--- config.mk ---
export PLATFORM = sky130hd
export DESIGN_NAME = decode_stage
export DESIGN_NICKNAME = d
export VERILOG_FILES = /design/src/rtl/decode_stage.sv
export SDC_FILE = /design/constraint.sdc
export NUM_CORES = 1
export LEC_CHECK = 0
export CORE_MARGIN = 10
export CORE_UTILIZATION = 40
export DETAILED_ROUTE_END_ITERATION = 10
export GPL_ROUTABILITY_DRIVEN = 0
export PLACE_DENSITY = 0.64
export SETUP_SLACK_MARGIN = 0.15
export SYNTH_ARGS = -nofsm -noshare
export SYNTH_HDL_FRONTEND = slang
export SYNTH_SLANG_ARGS = --single-unit
--- constraint.sdc ---
create_clock -name clk_i -period 6.4 [get_ports clk_i]
set_input_delay 1.28 -clock clk_i [delete_from_list [all_inputs] [get_ports clk_i]]
set_output_delay 1.28 -clock clk_i [all_outputs]
set_load 0.01 [all_outputs]
--- src/rtl/decode_stage.sv ---
// RV32I decode stage: decodes at the input and holds results in a 2-entry skid buffer.
// Optional macro DECODE_STAGE_RV32M_EN makes OP funct7=0000001 legal and drives muldiv_o.
module decode_stage #(
  parameter int XLEN      = 32,
  parameter int IMM_SRC_W = 3,
  parameter int ALU_OP_W  = 2
) (
  input  logic                 clk_i,
  input  logic                 rst_i,
  input  logic                 flush_i,
  input  logic                 in_valid_i,
  output logic                 in_ready_o,
  input  logic [31:0]          instr_i,
  input  logic [XLEN-1:0]      pc_i,
  output logic                 out_valid_o,
  input  logic                 out_ready_i,
  output logic [31:0]          instr_o,
  output logic [XLEN-1:0]      pc_o,
  output logic                 reg_wr_en_o,
  output logic                 mem_wr_en_o,
  output logic [IMM_SRC_W-1:0] imm_src_o,
  output logic                 alu_src_o,
  output logic                 alu_src_a_o,
  output logic                 branch_o,
  output logic                 jump_o,
  output logic [1:0]           result_src_o,
  output logic [ALU_OP_W-1:0]  alu_op_o,
  output logic                 muldiv_o,
  output logic                 illegal_o
);

  typedef enum logic [1:0] {EMPTY, ONE, TWO} state_t;

  typedef struct packed {
    logic       reg_wr;
    logic       mem_wr;
    logic [2:0] imm_src;
    logic       alu_src;
    logic       alu_src_a;
    logic       branch;
    logic       jump;
    logic [1:0] result_src;
    logic [1:0] alu_op;
    logic       muldiv;
    logic       illegal;
  } ctrl_t;

  typedef struct packed {
    ctrl_t           ctrl;
    logic [31:0]     instr;
    logic [XLEN-1:0] pc;
  } entry_t;

  state_t state_reg;
  logic   in_ready_reg;
  logic   out_valid_reg;
  entry_t head_reg;
  entry_t skid_reg;
  ctrl_t  dec_ctrl;
  entry_t in_entry;
  logic   bad;
  logic   accept;
  logic   pop;

  logic [6:0] opcode;
  logic [2:0] funct3;
  logic [6:0] funct7;

  assign opcode = instr_i[6:0];
  assign funct3 = instr_i[14:12];
  assign funct7 = instr_i[31:25];

  always_comb begin
    dec_ctrl = '0;
    bad      = 1'b0;
    case (opcode)
      7'b0000011: begin
        dec_ctrl.reg_wr     = 1'b1;
        dec_ctrl.alu_src    = 1'b1;
        dec_ctrl.result_src = 2'b01;
        bad = (funct3 == 3'b011) || (funct3 == 3'b110) || (funct3 == 3'b111);
      end
      7'b0010011: begin
        dec_ctrl.reg_wr  = 1'b1;
        dec_ctrl.alu_src = 1'b1;
        dec_ctrl.alu_op  = 2'b10;
        if (funct3 == 3'b001) begin
          dec_ctrl.imm_src = 3'b101;
          bad = (funct7 != 7'b0000000);
        end else if (funct3 == 3'b101) begin
          dec_ctrl.imm_src = 3'b101;
          bad = (funct7 != 7'b0000000) && (funct7 != 7'b0100000);
        end
      end
      7'b0100011: begin
        dec_ctrl.mem_wr  = 1'b1;
        dec_ctrl.alu_src = 1'b1;
        dec_ctrl.imm_src = 3'b001;
        bad = (funct3 > 3'b010);
      end
      7'b0110011: begin
        dec_ctrl.reg_wr = 1'b1;
        dec_ctrl.alu_op = 2'b10;
        if (funct7 == 7'b0000000) begin
          bad = 1'b0;
        end else if (funct7 == 7'b0100000) begin
          bad = (funct3 != 3'b000) && (funct3 != 3'b101);
        end
`ifdef DECODE_STAGE_RV32M_EN
        else if (funct7 == 7'b0000001) begin
          dec_ctrl.muldiv = 1'b1;
        end
`endif
        else begin
          bad = 1'b1;
        end
      end
      7'b1100011: begin
        dec_ctrl.branch  = 1'b1;
        dec_ctrl.alu_op  = 2'b01;
        dec_ctrl.imm_src = 3'b010;
        bad = (funct3 == 3'b010) || (funct3 == 3'b011);
      end
      7'b1101111: begin
        dec_ctrl.jump       = 1'b1;
        dec_ctrl.reg_wr     = 1'b1;
        dec_ctrl.result_src = 2'b10;
        dec_ctrl.alu_src    = 1'b1;
        dec_ctrl.alu_src_a  = 1'b1;
        dec_ctrl.imm_src    = 3'b100;
      end
      7'b1100111: begin
        dec_ctrl.jump       = 1'b1;
        dec_ctrl.reg_wr     = 1'b1;
        dec_ctrl.result_src = 2'b10;
        dec_ctrl.alu_src    = 1'b1;
        bad = (funct3 != 3'b000);
      end
      7'b0110111: begin
        dec_ctrl.reg_wr  = 1'b1;
        dec_ctrl.alu_src = 1'b1;
        dec_ctrl.alu_op  = 2'b11;
        dec_ctrl.imm_src = 3'b011;
      end
      7'b0010111: begin
        dec_ctrl.reg_wr    = 1'b1;
        dec_ctrl.alu_src   = 1'b1;
        dec_ctrl.alu_src_a = 1'b1;
        dec_ctrl.imm_src   = 3'b011;
      end
      default: bad = 1'b1;
    endcase
    // An illegal beat carries no side-effecting controls downstream.
    if (bad) begin
      dec_ctrl         = '0;
      dec_ctrl.illegal = 1'b1;
    end
  end

  assign in_entry = '{ctrl: dec_ctrl, instr: instr_i, pc: pc_i};
  assign accept   = in_valid_i & in_ready_reg & ~flush_i;
  assign pop      = out_valid_reg & out_ready_i & ~flush_i;

  always_ff @(posedge clk_i or posedge rst_i) begin
    if (rst_i) begin
      state_reg     <= EMPTY;
      in_ready_reg  <= 1'b1;
      out_valid_reg <= 1'b0;
      head_reg      <= '0;
      skid_reg      <= '0;
    end else if (flush_i) begin
      state_reg     <= EMPTY;
      in_ready_reg  <= 1'b1;
      out_valid_reg <= 1'b0;
      head_reg      <= '0;
      skid_reg      <= '0;
    end else begin
      case (state_reg)
        EMPTY: if (accept) begin
          head_reg      <= in_entry;
          state_reg     <= ONE;
          out_valid_reg <= 1'b1;
        end
        ONE: begin
          if (accept && !pop) begin
            skid_reg     <= in_entry;
            state_reg    <= TWO;
            in_ready_reg <= 1'b0;
          end else if (!accept && pop) begin
            state_reg     <= EMPTY;
            out_valid_reg <= 1'b0;
          end else if (accept && pop) begin
            head_reg <= in_entry;
          end
        end
        TWO: if (pop) begin
          head_reg     <= skid_reg;
          state_reg    <= ONE;
          in_ready_reg <= 1'b1;
        end
        default: begin
          state_reg     <= EMPTY;
          in_ready_reg  <= 1'b1;
          out_valid_reg <= 1'b0;
        end
      endcase
    end
  end

  assign in_ready_o   = in_ready_reg;
  assign out_valid_o  = out_valid_reg;
  assign instr_o      = head_reg.instr;
  assign pc_o         = head_reg.pc;
  assign reg_wr_en_o  = head_reg.ctrl.reg_wr;
  assign mem_wr_en_o  = head_reg.ctrl.mem_wr;
  assign imm_src_o    = IMM_SRC_W'(head_reg.ctrl.imm_src);
  assign alu_src_o    = head_reg.ctrl.alu_src;
  assign alu_src_a_o  = head_reg.ctrl.alu_src_a;
  assign branch_o     = head_reg.ctrl.branch;
  assign jump_o       = head_reg.ctrl.jump;
  assign result_src_o = head_reg.ctrl.result_src;
  assign alu_op_o     = ALU_OP_W'(head_reg.ctrl.alu_op);
  assign muldiv_o     = head_reg.ctrl.muldiv;
  assign illegal_o    = head_reg.ctrl.illegal;

endmodule

# [Word level (Yosys, flattened, before mapping)]
# Cells that the tools add are included.
[word_totals] out_inout_bits=81 ff_bits=162
[classes] reduce_logical=29 eq_ne=30 muxes=42 bitwise=5 order_cmp=1
[ops] operator="2-to-1 mux 79 bit" n=9
[ops] operator="one-hot mux 79 bit (3 select lines)" n=1
[ops] operator="equality test 7 x 6 -> 1 bit, second input constant" n=4
[ops] operator="!= test 3 bit, second input constant" n=8
[ops] operator="equality test 7 bit, second input constant" n=3
[ops] operator="2-to-1 mux 1 bit" n=17
[ops] operator="2-to-1 mux 15 bit" n=1
[ops] operator="one-hot mux 3 bit (5 select lines)" n=1
[ops] operator="equality test 7 x 5 -> 1 bit, second input constant" n=2
[ops] operator="OR reduction 7 bit" n=2
[ops] operator="one-hot mux 2 bit (3 select lines)" n=2
[ops] operator="2-to-1 mux 2 bit" n=5
[ops] operator="equality test 3 bit, second input constant" n=3
[ops] operator="OR reduction 2 bit" n=4
[ops] operator="equality test 7 x 2 -> 1 bit, second input constant" n=1
[ops] operator="zero test 7 bit" n=1
[ops] operator="!= test 7 x 6 -> 1 bit, second input constant" n=1
[ops] operator="one-hot mux 1 bit (7 select lines)" n=1
[ops] operator="nonzero test 7 bit" n=1
[ops] operator="equality test 3 x 2 -> 1 bit, second input constant" n=2
[ops] operator="2-to-1 mux 3 bit" n=2
[ops] operator="one-hot mux 1 bit (3 select lines)" n=2
[ops] operator="AND reduction 3 bit" n=2
[ops] operator="AND reduction 6 bit" n=1
[ops] operator="19 further kinds" n=31

# [Depth between registers and ports, before layout]
# Gate-level depths: netlist of run 1.
[depth] depth_word=11 depth_mapped=8 ltp_nobuf=5

# [Worst setup path after synthesis of run 1]
# Ideal clock, no wire load.
[synth_timing] kind="input -> register" from="input port instr_i[2]" to="register head_reg, in the netlist illegal_o" arrival_time_ns=2.439 stages=5 t_required_ns=6.281 n_path_buf=1 path_slack_ns=3.842 setup_ns=0.119 cell_sequence="buf_2 > a211o_1 > a221oi_2 > o311ai_1 > o21ba_2"
[synth_via] elab_chain_cells=9 word_cells_on_any_way=18
[synth_rtl] element="from (decl)" line="13" source="input logic [31:0] instr_i,"
[synth_rtl] element="equality test 7 x 5 -> 1 bit (tied with other cells)" line="76" source="case (opcode)"
[synth_rtl] element="OR reduction 3 bit (no source line)"
[synth_rtl] element="one-hot mux 1 bit (7 select lines) *" line="76"
[synth_rtl] element="2-to-1 mux 15 bit *" line="154" source="if (bad) begin"
[synth_rtl] element="2-to-1 mux 79 bit" line="192" source="end else if (accept && pop) begin"
[synth_rtl] element="2-to-1 mux 79 bit" line="189" source="end else if (!accept && pop) begin"
[synth_rtl] element="2-to-1 mux 79 bit" line="185" source="if (accept && !pop) begin"
[synth_rtl] element="one-hot mux 79 bit (3 select lines) *" line="178" source="case (state_reg)"
[synth_rtl] element="2-to-1 mux 79 bit *" line="171" source="end else if (flush_i) begin"
[synth_rtl] element="to (signal assigned)" line="180" source="head_reg <= in_entry;"
[synth_rtl] element="to (signal assigned)" line="193" source="head_reg <= in_entry;"
[synth_rtl] element="to (signal assigned)" line="197" source="head_reg <= skid_reg;"
[synth_rtl] element="to (decl)" line="57" source="entry_t head_reg;"
# Mark *: on every way between the ends. The rest lies on a longest branch, timed or not. The select of a mux whose other input is x is not followed.
# A chain may end at the register's enable or synchronous reset.

# [Worst setup path after layout of run 1]
[layout_timing] from="input port out_ready_i" to="register head_reg, in the netlist alu_op_o[1]"
[layout_via] elab_chain_cells=6 word_cells_on_any_way=11
[layout_rtl] element="from (decl)" line="16" source="input logic out_ready_i,"
[layout_rtl] element="bitwise AND 1 bit * (2 in a row)" line="162" source="assign pop = out_valid_reg & out_ready_i & ~flush_i;"
[layout_rtl] element="zero test 1 bit" line="185"
[layout_rtl] element="logical AND 1 bit" line="185"
[layout_rtl] element="!= test 3 bit (no source line)"
[layout_rtl] element="AND reduction 6 bit (no source line) *"
# Mark *: on every way between the ends. The rest lies on a longest branch, timed or not.

==> reports/results.txt, run 1 <==
Clock transition at path regs: 60 ps
First DRT Iteration DRCs: 464
layout cell share with drive strength beyond 1: 6.13%
Avg Inst Size Synth: 8.77 um2
Post-synth EDFFs: 0
via-per-instance ratio: 5.39
# setup viols final: 0
power density cells: 274 nW/um2
# diodes: 0
H-tree Lvls: 4
Reg2Reg Depth: 6
cts bufs inserted: 17
post-route ant nets: 0
max_slew headroom: 29.9%
most common cell in the netlist: nand2_1
routed vias: 6539
Core Box Area: 18700 um2
Critical R2R Launch: state_reg[0]
Max Cap Viol: 0
post-synth top area share: 51.6%
met3 wire len: 1190 um
post-synthesis sequential area ratio: 51.9%
cell count after synthesis: 868
WHS Path Cells: 2
FF-to-FF End: alu_op_o[1]
Setup Skew: 5.48 ps
Initial Util: 40.7%
Tmin final: 3680 ps
Leakage: 3.93 nW
worst min path class: reg2reg
fmax: 272 MHz
worst path arrival time: 4010 ps
actual slew at the worst max-slew pin: 1050 ps
post-synth cell types: 66
Die X: 158 um
global-route wire length before repair: 35000 um
I/O Buffers: 148
dpl cell area: 9050 um2
Top Ports: 150
die area: 25000 um2
Root Driver: clkbuf_16
fin area: 9570 um2
Remaining Overflow, GRT: 0
HP Start: skid_reg[77]
dpl hpwl: 13400 um
WL final: 21700 um
post-synthesis cell area: 7620 um2
Seq cells post-synth: 158
RSZ-0062 raised after global routing: false
Skew-Pair Late Insertion Delay: 420 ps
endpoints failing hold: 0
Peak VDD IR: 0.183 mV
fin. max-slew vios: 0
WHS Endpoint: skid_reg[77]
ys async rst share: 100%
post-CTS sizing: 0
gr usage total: 17.5%
CTS Hold Bufs: 0
Setup Crit Path Kind: in2reg
status: complete, no violations
Clock Path Buffers: 2
CTS tree: yes
post-synth net total: 937
row cnt: 50
per-cell routed wire length: 17.9 um
most common flop cell mapped by yosys: dfrtp_1
Synth area leaders: dfrtp_1 52%, nand2_1 14%, a311oi_1 7.6%, a21oi_1 5.4%, nor2_1 4.0%
max FFs per register: 77
CTS sink count: 158
highest metal used: met4
Setup Buffers After CTS: 0
Setup crit end kind: flop
Syn-to-layout area delta: 25.7%
drt drc: 0
overall die height: 158 um
top post-synthesis cells by count: 282 x nand2_1, 157 x dfrtp_1, 82 x a21oi_1, 82 x nor2_1, 66 x a311oi_1
setup TNS: 0 ps
Req. time, crit path: 6740 ps
initial antenna violation count: 0
drt first pass iters: 5
startpoint types: input port
R2R Setup Slk: 2970 ps
Tcrit/Tclk final: 57.4%
met1 wire length: 9730 um
Ys Warns: 0
DR WL met2: 10600 um
dominant cell type by area after synthesis: dfrtp_1
largest net degree at the start of global routing: 80
final net count: 1037
vias in the first global route: 6413
largest fanout on the critical path: 46
logic make-up after synthesis:
logic type             share of synthesized area [%]
AO/OA/AOI/OAI                                   19.5
flip-flops                                      51.9
other                                         0.0492
buffers and inverters                           6.08
XOR/XNOR                                       0.230
multiplexers                                   0.279
AND/OR/NAND/NOR                                 21.9
stage by stage:
stage / worst slack (ps) / utilization, % / hold slack, ps / instances / power, mW
CTS: 2760 / 51.2 / 489 / 1213 / 2.66
floorplan: 858 / - / 456 / 868 / 1.49
global placement: 2340 / 48.4 / 476 / 1183 / 1.74
detailed placement: 2290 / 48.4 / 474 / 1183 / 1.75
global route: 2480 / 51.2 / 520 / 1213 / 2.77
finish: 2720 / 51.2 / 493 / 1213 / 2.63
metal layers:
metal / up-vias / global-route usage, %
met5: - / 0
li1: 3203 / -
met4: 0 / 4.68
met2: 136 / 28.8
met3: 13 / 4.29
met1: 3187 / 22.5
layout by cell type, fill, tap and decap left out, types with 4 or more instances in the layout:
master and instances:
nand3_1 8, nor2_1 82, a21oi_2 6, dfrtp_1 157
clkdlybuf4s50_1 147, o22ai_1 4, buf_4 9, inv_1 10
a21oi_1 82, nand2_1 282, a311oi_1 66, nor3_1 6
clkinv_2 7, o21ai_0 14, clkbuf_16 17
cell type report:
type	count	area (um2)
Timing Repair Buffer	156	1540
Multi-Input combinational cell	624	3220
Clock inverter	8	42.5
Tap cell	234	293
Fill cell	1820	9140
Inverter	11	46.3
Sequential cell	158	3960
Clock buffer	22	474
worst max-delay path, cell delays in order:
cell             delay, ps
clkdlybuf4s50_1        500
nand2_1                220
o2bb2ai_4              750
buf_4                  560
nor2_2                 160
or3_1                  370
o21ai_0                150
report_power, final:
part	internal, mW	leakage [nW]	switching (mW)
clock	0.517	0.261	0.386
combinational	0.252	1.54	0.326
sequential	1.09	2.13	0.0547
how the worst max path moves through the flow:
| stage | from | cells past startpoint | slack [ps] | to |
|---|---|---|---|---|
| after floorplan | rst_i | 1 | 860 | alu_op_o[0] |
| after global placement | out_ready_i | 7 | 2340 | alu_op_o[1] |
| after detailed placement | out_ready_i | 7 | 2290 | alu_op_o[1] |
| after CTS | out_ready_i | 7 | 2760 | alu_op_o[1] |
| after global routing | out_ready_i | 7 | 2480 | alu_op_o[1] |
| final | out_ready_i | 7 | 2720 | alu_op_o[1] |
No activity file was read; power rests on OpenSTA's default activity.
==> run 2, diff against run 1 <==
==> constraint.sdc (replaced) <==
create_clock -name clk_i -period 3.7 [get_ports clk_i]
set_input_delay 0.74 -clock clk_i [delete_from_list [all_inputs] [get_ports clk_i]]
set_output_delay 0.74 -clock clk_i [all_outputs]
set_load 0.01 [all_outputs]
==> reports/results.txt, run 2 (synthesis results as in run 1) <==
I/O Buffers: 148 (unchanged)
max FFs per register: 77 (unchanged)
Setup Buffers After CTS: 0 (unchanged)
final net count: 1044 (+0.68%)
Remaining Overflow, GRT: 0 (unchanged)
# diodes: 0 (unchanged)
Setup crit end kind: flop
fin. max-slew vios: 0 (unchanged)
clock group share of total power: 37.2% (+2.8 points)
Root Driver: clkbuf_16
die area: 25000 um2 (unchanged)
row cnt: 50 (unchanged)
drt first pass iters: 5 (unchanged)
H-tree Lvls: 4 (unchanged)
worst path arrival time: 2920 ps (-1090 ps)
layout cell share with drive strength beyond 1: 7.19% (+1.1 points)
Clock Path Buffers: 2 (unchanged)
CTS tree: yes
Initial Util: 40.7% (unchanged)
cts bufs inserted: 17 (unchanged)
most frequent cells in the layout: 282 x nand2_1, 157 x dfrtp_1, 147 x clkdlybuf4s50_1, 82 x nor2_1, 82 x a21oi_1
Sw Ratio: 29.4% (+0.15 points)
routed vias: 6522 (-0.26%)
Max Cap Viol: 0 (unchanged)
max_slew headroom: 52.7% (+23 points)
actual slew at the worst max-slew pin: 710 ps (-342 ps)
largest fanout on the critical path: 11 (-76%)
Leakage: 3.98 nW (+1.3%)
Max stage delay on crit path: 730 ps (-20 ps)
global-route wire length before repair: 35100 um (+0.20%)
dpl cell area: 9140 um2 (+0.98%)
setup TNS: 0 ps (unchanged)
P_int: 3.36 mW (+81%)
Tmin final: 2610 ps
# fillers: 1770 (-2.7%)
startpoint types: input port
P_sw: 1.40 mW (+82%)
Comb power frac: 21.4% (-0.6 points)
CTS sink count: 158 (unchanged)
most common cell after layout, fill and taps aside: nand2_1
crit-path cells: clkdlybuf4s50_1, inv_1, a211o_1, a221oi_2, o311ai_1, o21ba_2
post-route ant nets: 0 (unchanged)
Top Ports: 150 (unchanged)
WL final: 21700 um (about the same)
RSZ-0062 raised after global routing: false
post-CTS sizing: 0 (unchanged)
initial antenna violation count: 0 (unchanged)
Setup Skew: 9.21 ps (+3.73 ps)
Total Power: 4.76 mW (+81%)
per-cell routed wire length: 17.7 um (-0.80%)
power density cells: 489 nW/um2 (+78%)
Skew-Pair Late Insertion Delay: 430 ps (about the same)
worst min path class: reg2reg
Clock transition at path regs: 60 ps (about the same)
via-per-instance ratio: 5.34 (-0.99%)
status: complete, no violations
Syn-to-layout area delta: 27.8%
Setup Crit Path Kind: in2reg
gr usage total: 17.6% (+0.089 points)
Tcrit/Tclk final: 70.5%
Req. time, crit path: 4020 ps (-2720 ps)
Die X: 158 um (unchanged)
CTS Hold Bufs: 0 (unchanged)
largest net degree at the start of global routing: 100 (+25%)
Flop pwr share: 41.5% (-2.1 points)
# setup viols final: 0 (unchanged)
fmax: 383 MHz
endpoints failing hold: 0 (unchanged)
fin area: 9740 um2 (+1.7%)
overall die height: 158 um (unchanged)
dpl hpwl: 13800 um (+3.5%)
Crit-path slowest cell: clkdlybuf4s50_1
drt drc: 0 (unchanged)
Core Box Area: 18700 um2 (unchanged)
vias in the first global route: 6430 (+0.27%)
Final Core Density: 52.0% (+0.88 points)
First DRT Iteration DRCs: 420 (-9.5%)
Peak VDD IR: 0.292 mV (+60%)
-- run 2: cell count changes in the layout (fill, tap and decap cells not counted) --
| cell | before | now |
|---|---|---|
| clkbuf_8 | 3 | 2 |
| buf_4 | 9 | 13 |
| bufinv_16 | 0 | 2 |
| clkinv_2 | 7 | 2 |
| clkinvlp_4 | 1 | 8 |
| buf_12 | 0 | 3 |
| clkinv_4 | 0 | 1 |
| clkbuf_1 | 2 | 0 |
-- run 2: per-layer routing --
layer	track usage, %	vias up	share of wire (%)
met4	5.56	0	1.4
met5	0	-	0
met1	23.3	3135	46
li1	-	3206	-
met2	27.7	165	47
met3	4.34	16	6.1
-- run 2: final timing paths --
| path | cells past startpoint | end | from | slack, ps |
|---|---|---|---|---|
| min in group asynchronous | 2 | skid_reg[7] | rst_i | 580 |
| max | 6 | illegal_o | instr_i[2] | 1090 |
| min | 2 | skid_reg[77] | skid_reg[77] | 490 |
| max reg2reg | 5 | result_src_o[0] | state_reg[0] | 1460 |
| max in group asynchronous | 3 | pc_o[31] | rst_i | 2380 |
| min reg2reg | 2 | skid_reg[77] | skid_reg[77] | 490 |
-- run 2: power by group through the flow --
stage | combinational (mW) | sequential (mW) | clock [mW]
after global placement | 1.03 | 2.00 | 0
after CTS | 1.04 | 1.98 | 1.80
after detailed placement | 1.03 | 2.01 | 0
after floorplan | 0.531 | 2.05 | 0
after global routing | 1.13 | 1.99 | 1.88
final | 1.02 | 1.98 | 1.77
-- run 2: cell type report --
type                            instances  area, um2  area share (%)
Sequential cell                       158       3960            40.6
Multi-Input combinational cell        624       3220            33.1
Timing Repair Buffer                  163       1630            16.7
Clock buffer                           19        453            4.65
Tap cell                              234        293            3.01
Clock inverter                         13        140            1.44
Inverter                               11       45.0           0.463
-- run 2: metrics by stage --
stage	hold WS, ps	cells	setup slack (ps)
finish	494	1222	1090
global route	531	1222	954
CTS	496	1222	1130
detailed placement	480	1190	690
global placement	482	1190	728
floorplan	456	868	960
-- run 2: worst max-delay path: cells and delay by family --
kind,cells,cell delay [ps]
compound gates,4,1240
buf+inv,2,950
==> run 3, diff against run 2 <==
==> constraint.sdc (replaced) <==
create_clock -name clk_i -period 2.7 [get_ports clk_i]
set_input_delay 0.54 -clock clk_i [delete_from_list [all_inputs] [get_ports clk_i]]
set_output_delay 0.54 -clock clk_i [all_outputs]
set_load 0.01 [all_outputs]
==> reports/results.txt, run 3 (synthesis results as in run 1) <==
status: complete, no violations
dpl hpwl: 14500 um (+5.1%)
dpl ws: 165 ps (-525 ps)
CP endpoint: imm_src_o[0]
Top Ports: 150 (unchanged)
largest net degree at the start of global routing: 89 (-11%)
routed vias: 6726 (+3.1%)
Max stage delay on crit path: 620 ps (-110 ps)
drt drc: 0 (unchanged)
CTS sink count: 158 (unchanged)
Clock Path Buffers: 2 (unchanged)
worst min path class: in2async
fmax: 468 MHz
First DRT Iteration DRCs: 601 (+43%)
final net count: 1067 (+2.2%)
Core Box Area: 18700 um2 (unchanged)
Tmin final: 2140 ps
Initial Util: 40.7% (unchanged)
Peak VDD IR: 0.427 mV (+46%)
largest fanout on the critical path: 12 (+1)
most frequent cells in the layout: 282 x nand2_1, 157 x dfrtp_1, 147 x clkdlybuf4s50_1, 82 x nor2_1, 82 x a21oi_1
# fillers: 1770 (unchanged)
Max Cap Viol: 0 (unchanged)
gr usage total: 17.7% (+0.079 points)
setup TNS: 0 ps (unchanged)
max FFs per register: 77 (unchanged)
Die X: 158 um (unchanged)
Tcrit/Tclk final: 79.1%
max_slew headroom: 36.7% (-16 points)
FF-to-FF End: pc_o[7]
actual slew at the worst max-slew pin: 949 ps (+239 ps)
R2R Setup Slk: 730 ps (-730 ps)
# diodes: 0 (unchanged)
# setup viols final: 0 (unchanged)
Req. time, crit path: 3050 ps (-970 ps)
per-cell routed wire length: 17.5 um (-1.5%)
drt first pass iters: 5 (unchanged)
global-route wire length before repair: 35200 um (+0.39%)
Root Driver: clkbuf_16
setup ws final: 565 ps (-527 ps)
post-route ant nets: 0 (unchanged)
Skew-Pair Late Insertion Delay: 420 ps (about the same)
Syn-to-layout area delta: 30.5%
H-tree Lvls: 4 (unchanged)
WL final: 21700 um (+0.33%)
endpoints failing hold: 0 (unchanged)
Setup Buffers After CTS: 0 (unchanged)
worst path arrival time: 2490 ps (-430 ps)
Total Power: 6.51 mW (+37%)
fin. max-slew vios: 0 (unchanged)
Leakage: 4.13 nW (+3.5%)
startpoint types: input port
Reg2Reg Depth: 5 (unchanged)
overall die height: 158 um (unchanged)
via-per-instance ratio: 5.40 (+1.2%)
vias in the first global route: 6539 (+1.7%)
I/O Buffers: 148 (unchanged)
Setup Crit Path Kind: in2reg
CTS tree: yes
Crit-path slowest cell: clkdlybuf4s50_1
RSZ-0062 raised after global routing: false
layout cell share with drive strength beyond 1: 9.00% (+1.8 points)
worst hold slack: 513 ps (+19.4 ps)
row cnt: 50 (unchanged)
die area: 25000 um2 (unchanged)
cts bufs inserted: 17 (unchanged)
crit-path cells: clkdlybuf4s50_1, nand4b_1, o21ai_1, or2_2, a311oi_1, a41o_1
most common cell after layout, fill and taps aside: nand2_1
Final Core Density: 53.2% (+1.1 points)
CTS Hold Bufs: 0 (unchanged)
initial antenna violation count: 0 (unchanged)
Remaining Overflow, GRT: 0 (unchanged)
Setup Skew: 6.77 ps (-2.44 ps)
Setup crit end kind: flop
CP Launch Point: instr_i[6]
power density cells: 655 nW/um2 (+34%)
Clock transition at path regs: 60 ps (about the same)
Critical R2R Launch: state_reg[1]
post-CTS sizing: 0 (unchanged)
==> run 3: changes by cell type in the layout (fill, tap and decap cells not counted) <==
cell	change
buf_4	+19
clkinvlp_4	-5
buf_12	+4
clkbuf_1	+3
clkinv_2	+2
==> run 3: power by group <==
part	leakage [nW]	switching [mW]	total, mW	internal (mW)
combinational	1.71	0.788	1.45	0.661
clock	0.280	0.946	2.35	1.41
sequential	2.13	0.125	2.71	2.58
total	4.13	1.86	6.51	4.65
==> run 3: area by class of cell <==
class | instances | area, um2 | share of cell area [%]
multi-input combinational | 624 | 3220 | 32.4
clock inverter | 10 | 113 | 1.13
timing repair buffer | 186 | 1850 | 18.6
tap | 234 | 293 | 2.94
inverter | 11 | 45.0 | 0.453
clock buffer | 22 | 464 | 4.67
sequential | 158 | 3960 | 39.8
==> run 3: per-layer routing <==
layer,vias to the layer above,GRT usage [%],wire length [um],share of wire (%)
met3,29,4.18,1340,6.2
met4,0,5.65,339,1.6
met5,-,0,0,0
met1,3246,23.4,9520,44
met2,199,28.0,10500,48
li1,3252,-,-,-
==> run 3: worst min-delay path by stage <==
stage | from | to | slack (ps) | cells after the start
final | rst_i | pc_o[5] | 510 | 2
after CTS | rst_i | pc_o[5] | 520 | 2
after detailed placement | skid_reg[77] | skid_reg[77] | 520 | 2
after global routing | rst_i | pc_o[5] | 540 | 2
after floorplan | skid_reg[77] | skid_reg[77] | 460 | 2
after global placement | skid_reg[70] | skid_reg[70] | 500 | 2
==> run 3: critical path: cells and delay by family <==
family,cells,cell delay (ps)
buffers and inverters,1,620
AO/OA/AOI/OAI,3,790
AND/OR/NAND/NOR,2,540
==> run 3: stage by stage <==
stage,cells,cell area (um2)
3_3_place_gp,1213,9370
6_report,1245,9940
5_1_grt,1245,9940
4_1_cts,1245,9940
2_1_floorplan,868,7620
3_5_place_dp,1213,9370
